$ cat src/rtl/alu_port_arbiter.sv
// alu_port_arbiter
//   Shares one 32-bit ALU between two requesters. Each side has a valid/ready
//   request channel and a valid/ready response channel. One operation is in
//   flight at a time: IDLE (arbitrate/accept) -> EXEC (ALU evaluates the
//   registered op, result captured) -> RESP (result held until taken).
// Ports
//   clk, rst                  clock (rising edge), async active-high reset
//   reqN_valid/ready          request handshake, N = 0/1
//   reqN_ctrl/rs/rt/sa        ALU opcode and operands
//   rspN_valid/ready          response handshake
//   rspN_rd/ovf               result and overflow flag
//   alu_rs/rt/ctrl/sa         registered op driven to the ALU
//   alu_rd/alu_overflow       ALU result inputs
//   busy                      high whenever the FSM is not IDLE
//   ovf_cnt                   saturating count of captured overflows
module alu_port_arbiter #(
  parameter bit FIXED_PRIO = 1'b0,
  parameter int CNT_W      = 8
) (
  input  logic             clk,
  input  logic             rst,
  input  logic             req0_valid,
  output logic             req0_ready,
  input  logic [3:0]       req0_ctrl,
  input  logic [31:0]      req0_rs,
  input  logic [31:0]      req0_rt,
  input  logic [4:0]       req0_sa,
  input  logic             req1_valid,
  output logic             req1_ready,
  input  logic [3:0]       req1_ctrl,
  input  logic [31:0]      req1_rs,
  input  logic [31:0]      req1_rt,
  input  logic [4:0]       req1_sa,
  output logic             rsp0_valid,
  input  logic             rsp0_ready,
  output logic [31:0]      rsp0_rd,
  output logic             rsp0_ovf,
  output logic             rsp1_valid,
  input  logic             rsp1_ready,
  output logic [31:0]      rsp1_rd,
  output logic             rsp1_ovf,
  output logic [31:0]      alu_rs,
  output logic [31:0]      alu_rt,
  output logic [3:0]       alu_ctrl,
  output logic [4:0]       alu_sa,
  input  logic [31:0]      alu_rd,
  input  logic             alu_overflow,
  output logic             busy,
  output logic [CNT_W-1:0] ovf_cnt
);

  typedef enum logic [1:0] {S_IDLE, S_EXEC, S_RESP} state_t;

  localparam logic [CNT_W-1:0] CNT_MAX = '1;
  localparam logic [CNT_W-1:0] CNT_ONE = CNT_W'(1);

  state_t           r_state;
  logic             r_owner;
  logic             r_last_grant;
  logic [3:0]       r_ctrl;
  logic [31:0]      r_rs, r_rt, r_rd;
  logic [4:0]       r_sa;
  logic             r_ovf;
  logic [CNT_W-1:0] r_ovf_cnt;
  logic             r_rsp0_valid, r_rsp1_valid, r_busy;

  logic w_idle, w_grant0, w_grant1, w_rsp_hs;

  // Readies are gated by rst so nothing looks accepted while reset is held.
  assign w_idle   = (r_state == S_IDLE) & ~rst;
  // req0 wins when alone, under fixed priority, or when req1 had the last grant.
  assign w_grant0 = w_idle & req0_valid & (~req1_valid | FIXED_PRIO | r_last_grant);
  assign w_grant1 = w_idle & req1_valid & ~w_grant0;
  assign w_rsp_hs = (r_rsp0_valid & rsp0_ready) | (r_rsp1_valid & rsp1_ready);

  assign req0_ready = w_grant0;
  assign req1_ready = w_grant1;

  // Only the owner's port shows data; the idle port reads as zero.
  assign rsp0_valid = r_rsp0_valid;
  assign rsp0_rd    = r_rsp0_valid ? r_rd  : '0;
  assign rsp0_ovf   = r_rsp0_valid & r_ovf;
  assign rsp1_valid = r_rsp1_valid;
  assign rsp1_rd    = r_rsp1_valid ? r_rd  : '0;
  assign rsp1_ovf   = r_rsp1_valid & r_ovf;

  assign alu_rs   = r_rs;
  assign alu_rt   = r_rt;
  assign alu_ctrl = r_ctrl;
  assign alu_sa   = r_sa;
  assign busy     = r_busy;
  assign ovf_cnt  = r_ovf_cnt;

  always_ff @(posedge clk or posedge rst) begin
    if (rst) begin
      r_state      <= S_IDLE;
      r_owner      <= 1'b0;
      r_last_grant <= 1'b1;
      r_ctrl       <= '0;
      r_rs         <= '0;
      r_rt         <= '0;
      r_sa         <= '0;
      r_rd         <= '0;
      r_ovf        <= 1'b0;
      r_ovf_cnt    <= '0;
      r_rsp0_valid <= 1'b0;
      r_rsp1_valid <= 1'b0;
      r_busy       <= 1'b0;
    end else begin
      case (r_state)
        S_IDLE: begin
          if (w_grant0 | w_grant1) begin
            r_ctrl       <= w_grant1 ? req1_ctrl : req0_ctrl;
            r_rs         <= w_grant1 ? req1_rs   : req0_rs;
            r_rt         <= w_grant1 ? req1_rt   : req0_rt;
            r_sa         <= w_grant1 ? req1_sa   : req0_sa;
            r_owner      <= w_grant1;
            r_last_grant <= w_grant1;
            r_busy       <= 1'b1;
            r_state      <= S_EXEC;
          end
        end
        S_EXEC: begin
          r_rd  <= alu_rd;
          r_ovf <= alu_overflow;
          if (alu_overflow && (r_ovf_cnt != CNT_MAX))
            r_ovf_cnt <= r_ovf_cnt + CNT_ONE;
          r_rsp0_valid <= ~r_owner;
          r_rsp1_valid <= r_owner;
          r_state      <= S_RESP;
        end
        S_RESP: begin
          if (w_rsp_hs) begin
            r_rsp0_valid <= 1'b0;
            r_rsp1_valid <= 1'b0;
            r_busy       <= 1'b0;
            r_state      <= S_IDLE;
          end
        end
        default: r_state <= S_IDLE;
      endcase
    end
  end

endmodule
$ cat config.mk
export PLATFORM = sky130hd
export DESIGN_NAME = alu_port_arbiter
export DESIGN_NICKNAME = d
export VERILOG_FILES = /design/src/rtl/alu_port_arbiter.sv
export SDC_FILE = /design/constraint.sdc
export NUM_CORES = 1
export LEC_CHECK = 0
export ABC_AREA = 1
export BUFFER_PORTS_ARGS = -buffer_cell sky130_fd_sc_hd__buf_2
export CAP_MARGIN = 20
export CORE_MARGIN = 8
export CORE_UTILIZATION = 25
export CTS_BUF_LIST = sky130_fd_sc_hd__clkbuf_8
export CTS_CLUSTER_SIZE = 28
export DETAILED_ROUTE_END_ITERATION = 6
export RECOVER_POWER = 50
export SETUP_SLACK_MARGIN = 0.3
export SKIP_LAST_GASP = 1
export SYNTH_ARGS = -nofsm -noshare
export SYNTH_HDL_FRONTEND = slang
export SYNTH_SLANG_ARGS = --single-unit
$ cat constraint.sdc
create_clock -name clk -period 4.4 [get_ports clk]
set_clock_uncertainty 0.05 [all_clocks]
set_input_delay 0.22 -clock clk [delete_from_list [all_inputs] [get_ports clk]]
set_output_delay 0.22 -clock clk [all_outputs]
set_load 0.02 [all_outputs]
== Word level (Yosys, flattened, before mapping) ==
Index checks and enable logic that the tools add are counted.

* Bits in registers: 121
* Bits in latches: 0
* Bits in writable memories: 0
* ROM bits: 0
* Input bits: 185
* Output and inout port bits: 152
* Word-level logic and storage cells: 58
* Memories: 0

* $add $sub $neg: 1
* Multiply operators: 0
* Div/mod/pow operators: 0
* Order comparisons: 0
* Equal/unequal tests: 5
* Shifts and indexed selects: 0
* Muxes and demuxes: 14
* Bitwise logic cells: 16
* Reduce and logical (&&, ||, !) cells: 9

{| class="wikitable"
|+ Operator list
! cell !! count
|-
| $mux W32 || 4
|-
| $and A1 B1 Y1 || 9
|-
| $add A8 B1 Y8 const B || 1
|-
| $ne A8 B8 Y1 const B || 1
|-
| $reduce_and A2 Y1 || 4
|-
| $pmux W1 S2 || 3
|-
| $pmux W2 S3 || 1
|-
| $mux W5 || 1
|-
| $mux W2 || 2
|-
| $mux W4 || 1
|-
| $not A1 Y1 || 4
|-
| $reduce_bool A2 Y1 || 2
|-
| $or A1 B1 Y1 || 3
|-
| $reduce_and A3 Y1 || 1
|-
| $eq A2 B1 Y1 const B || 1
|-
| $eq A2 B2 Y1 const B || 1
|-
| $logic_not A2 Y1 || 1
|-
| $mux W1 || 2
|-
| $ne A2 B1 Y1 const B || 1
|-
| $ne A2 B2 Y1 const B || 1
|-
| $logic_and A1 B1 Y1 || 1
|}

== Longest topological paths before layout ==
* Depth in word-level cells: 9
* Gate-level depth with buffers: 9
* Gate-level depth less buffers: 8

== Worst setup path after synthesis ==
OpenSTA, ideal clock, no wires.

* Kind: in2reg
* From: input port rst
* To: register r_ctrl[3] (netlist: alu_ctrl[3])
* Library setup time: 125 ps
* Arrival: 3548 ps
* Required time: 4225 ps
* Slack: 677 ps
* Stages on the path: 6
* Path buffers: 2
* Path through: inv_1 nand3_1 buf_2 buf_2 nand3_1 nand3_1

* Word-level cells in the longest chain between the ends: 8
* Elaborated cells between the ends (all ways): 10
* Classes of those cells: mux (1); bitwise (8); reduce/logical (1)

{| class="wikitable"
|+ RTL lines
! element !! RTL line !! source
|-
| from (decl) || 21 || <nowiki>input logic rst,</nowiki>
|-
| $not A1 Y1 * || 70 || <nowiki>assign w_idle = (r_state == S_IDLE) & ~rst;</nowiki>
|-
| $and A1 B1 Y1 * || 70 ||
|-
| $and A1 B1 Y1 (2 in series) || 72 || <nowiki>assign w_grant0 = w_idle & req0_valid & (~req1_valid | FIXED_PRIO | r_last_grant);</nowiki>
|-
| $not A1 Y1 || 73 || <nowiki>assign w_grant1 = w_idle & req1_valid & ~w_grant0;</nowiki>
|-
| $and A1 B1 Y1 || 73 ||
|-
| $or A1 B1 Y1 || 112 || <nowiki>if (w_grant0 | w_grant1) begin</nowiki>
|-
| $reduce_and A2 Y1 (no line) || n/a ||
|-
| to (signal assigned) || 113 || <nowiki>r_ctrl <= w_grant1 ? req1_ctrl : req0_ctrl;</nowiki>
|-
| to (decl) || 60 || <nowiki>logic [3:0] r_ctrl;</nowiki>
|}

Every way passes the cells marked *; elsewhere a longest branch is shown, timed or not.
A chain may end at the register's enable or synchronous reset.

== Worst setup path in the final report ==
* From: register r_state[0]
* To: register r_rd[0]

* Word-level cells in the longest chain between the ends: 1

{| class="wikitable"
|+ RTL lines
! element !! RTL line !! source
|-
| from (decl) || 57 || <nowiki>state_t r_state;</nowiki>
|-
| from (signal assigned) || 96 || <nowiki>r_state <= S_IDLE;</nowiki>
|-
| from (signal assigned) || 120 || <nowiki>r_state <= S_EXEC;</nowiki>
|-
| from (signal assigned) || 130 || <nowiki>r_state <= S_RESP;</nowiki>
|-
| $eq A2 B1 Y1 || 110 || <nowiki>case (r_state)</nowiki>
|-
| to (signal assigned) || 124 || <nowiki>r_rd <= alu_rd;</nowiki>
|-
| to (decl) || 61 || <nowiki>logic [31:0] r_rs, r_rt, r_rd;</nowiki>
|}

No other way between the ends.

==> flow_metrics.py <==
metrics = {
    "status": {
        "run_status": "complete, but fails checks",
        "violations": "capacitance limit, slew limit",
    },
    "setup_path": {
        "r2r-end": "r_rd[0]",
        "timing.rr.start": "r_state[0]",
        "cp-start-kind": "flop",
        "path_class": "reg -> reg",
        "crit_path_end_kind": "flop",
        "cp_max_fo": 40,
        "r2r_slack_ns": 0.86,
        "critical_path_required_ns": 4.66,
        "r2r_cells": 5,
        "crit_path_start": "r_state[0]",
        "crit_arrival_ns": 3.80,
    },
    "layout": {
        "post-route-util": 0.407,
        "drive_above_1_share": 0.212,
        "layout.nets": 1477,
        "stdcell_count": 1630,
        "postLayoutCellArea_sq_um": 9910,
        "area_growth_pct": 60.1,
    },
    "detailed_routing": {
        "finalWirelength_mm": 25.9,
        "avgRoutedWirePerCell_um": 15.9,
        "drt_pre_antenna_iters": 5,
        "first_iter_violations": 392,
        "viasPerCell": 4.56,
        "via_count": 7434,
        "ant_nets": 0,
        "drc": 0,
    },
    "synthesis": {
        "synthXorXnorAreaFrac": 0.00424,
        "synth.area.mux_share": 0,
        "synth_compound_gate_area_share": 0.0148,
        "synth-simple-area-share": 0.373,
        "synth_fa_ha_area_frac": 0.00202,
        "synth-seq-cells": 121,
        "syn_inst": 825,
        "ys_warn_count": 0,
        "syn_nets": 1011,
        "synth.distinct_cells": 23,
        "synth_top_family_by_area": "simple AND/OR/NAND/NOR gates",
        "ys_seq_area_frac": 0.489,
        "syn_area_sq_um": 6190,
        "syn_avg_cell_area_sq_um": 7.50,
    },
    "clock_network": {
        "clk_latency_ns": 0.42,
        "numCtsBuffers": 17,
        "cts_setup_buffers": 0,
        "cts.sinks": 121,
        "cts_tree": "done",
        "path_clk_slew_ns": 0.08,
        "root_buffer": "clkbuf_8",
        "cts_buffer_depth": 2,
        "htree_levels": 4,
    },
    "timing": {
        "tightest_slew_ns": 1.90,
        "finalSetupViolCount": 0,
        "maxSlewViolCount": 41,
        "maxSlewHeadroom": -0.264,
        "post-route-min-period_ns": 3.54,
        "max_clock_freq_mhz": 282,
        "period_share": 0.805,
        "rsz0062_at_grt": "no",
        "hold_slack_ns": 0.0449,
        "setup_tns_ns": 0,
        "hold_viol": 0,
    },
    "min_path": {
        "hp-class": "in -> reg",
        "whs_path_depth": 3,
        "min_from": "req1_sa[1]",
        "min_to": "alu_sa[1]",
    },
    "floorplanning": {
        "die_height_um": 173,
        "die_x_um": 173,
        "start_util": 0.255,
        "core_region_area_sq_um": 24300,
        "num_rows": 57,
        "io_pins": 337,
        "die_area_sq_um": 30100,
    },
    "power": {
        "p_clk_frac": 0.166,
        "power_density_nw_per_um2": 625,
        "p_switching_uw": 2890,
        "power.internal_uw": 3300,
        "power.leakage_uw": 0.00551,
        "switching_share": 0.466,
        "combPwrFrac": 0.506,
        "pwr-share-seq": 0.328,
        "peakVddDrop_mv": 0.287,
    },
    "global_routing": {
        "grt_pass1_vias": 7871,
        "grt.total_usage": 0.167,
        "grt_max_degree": 79,
        "grt-ovfl-total": 0,
        "grt_first_pass_wirelength_mm": 41.2,
        "antenna_found_initial": 4,
    },
    "place": {
        "detailed_place_hpwl_mm": 17.1,
        "routabilityCongestion": 0.794,
        "place_inst": 1431,
        "placed_area_sq_um": 8010,
        "io_buffers": 336,
    },
    "run": {
        "maxCapViolations": 2,
    },
}
-- layout by cell type, fill, tap and decap left out, types with 3 or more instances in the layout --
cell type      instances
nand3_1              133
o21ai_0               12
nor2_1                 9
nand4_1               65
inv_6                  3
clkinvlp_4             5
inv_1                 97
clkbuf_1             111
inv_2                  3
dfrtp_1              120
buf_2                228
dlygate4sd3_1        163
nand2_1              308
clkbuf_8              18
nand2_2                3
buf_4                  6
clkinv_4               3
-- power by group through the flow --
stage          clock network (uW)  logic, uW  registers [uW]
2_1_floorplan                   0       1380            2400
6_report                     1030       3130            2030
4_1_cts                      1090       3170            2090
3_3_place_gp                    0       2690            2100
3_5_place_dp                    0       2720            2100
5_1_grt                      1130       3440            2090
-- logic make-up (layout without fill, tap and decap cells) --
| family | count (synthesis) | after routing |
|---|---|---|
| simple gates | 522 | 522 |
| compound gates | 17 | 17 |
| buf+inv | 161 | 640 |
| other cells | 0 | 2 |
| flops | 121 | 121 |
| fa+ha+maj | 1 | 1 |
| xor+xnor | 3 | 3 |
-- how the worst max path moves through the flow --
stage               cells past startpoint  slack, ns          end
finish                                  5       0.86      r_rd[0]
global route                            5       0.50      r_rd[0]
CTS                                     7       1.21   alu_rt[30]
detailed placement                      9       1.74   alu_rs[12]
global placement                        9       1.79   alu_rs[11]
floorplan                               6       0.68  alu_ctrl[3]
-- sequential cells by signal, summed over array words and instances (netlist names) --
signal / cells
alu_rt: 32
rsp0_valid: 1
alu_ctrl: 4
ovf_cnt: 8
rsp1_valid: 1
alu_rs: 32
r_state: 2
alu_sa: 5
r_rd: 32
r_last_grant: 1
r_owner: 1
busy: 1
r_ovf: 1
-- cell usage after synthesis --
master    instances  area share
nand2_1         308        0.19
nand3_1         134        0.11
dfrtp_1         120        0.49
inv_1            96       0.058
nand4_1          65       0.066
buf_2            36       0.029
o21ai_0          13       0.011
clkbuf_1         11      0.0067
buf_4             9       0.011
nor2_1            9      0.0055
buf_6             5      0.0091
inv_2             4      0.0024
nand2_2           3      0.0030
a21oi_1           2      0.0016
xnor2_1           2      0.0028
a21boi_1          1      0.0012
a31o_2            1      0.0014
dfstp_2           1      0.0042
ha_1              1      0.0020
nand3b_1          1      0.0012
nor2_4            1      0.0018
nor3_1            1     0.00081
xor2_1            1      0.0014
-- metrics by stage --
| step | total power [uW] | worst slack [ns] |
|---|---|---|
| detailed placement | 4820 | 1.74 |
| floorplan | 3770 | 0.677 |
| CTS | 6350 | 1.21 |
| global placement | 4790 | 1.79 |
| finish | 6190 | 0.857 |
| global route | 6660 | 0.499 |
-- critical path: stages (launching register included) --
cell and delay [ns]:
dfrtp_1 0.41, nand2_1 0.08, clkbuf_1 1.35, inv_1 1.07
nand2_1 0.35, nand2_1 0.08
-- routing by layer --
layer | vias up | part of all wire | track usage
met5 | - | 0.00039 | 0
met3 | 43 | 0.084 | 0.0608
met2 | 388 | 0.48 | 0.287
li1 | 3566 | - | -
met4 | 2 | 0.030 | 0.0632
met1 | 3435 | 0.41 | 0.187
-- what timing repair did --
action	CTS	global route
endpoints found under the hold margin	182	1
gates resized for setup	0	0
endpoints found under the setup margin	0	0
hold buffers	162	1
-- cell type report --
class	count	area, sq um
Sequential cell	121	3030
Tap cell	324	405
Antenna cell	2	5.00
Timing Repair Buffer	508	3230
Multi-Input combinational cell	543	2460
Clock inverter	14	150
Inverter	100	380
Fill cell	2488	14400
Clock buffer	18	248
Note: power is estimated with default switching activity, not from simulation.
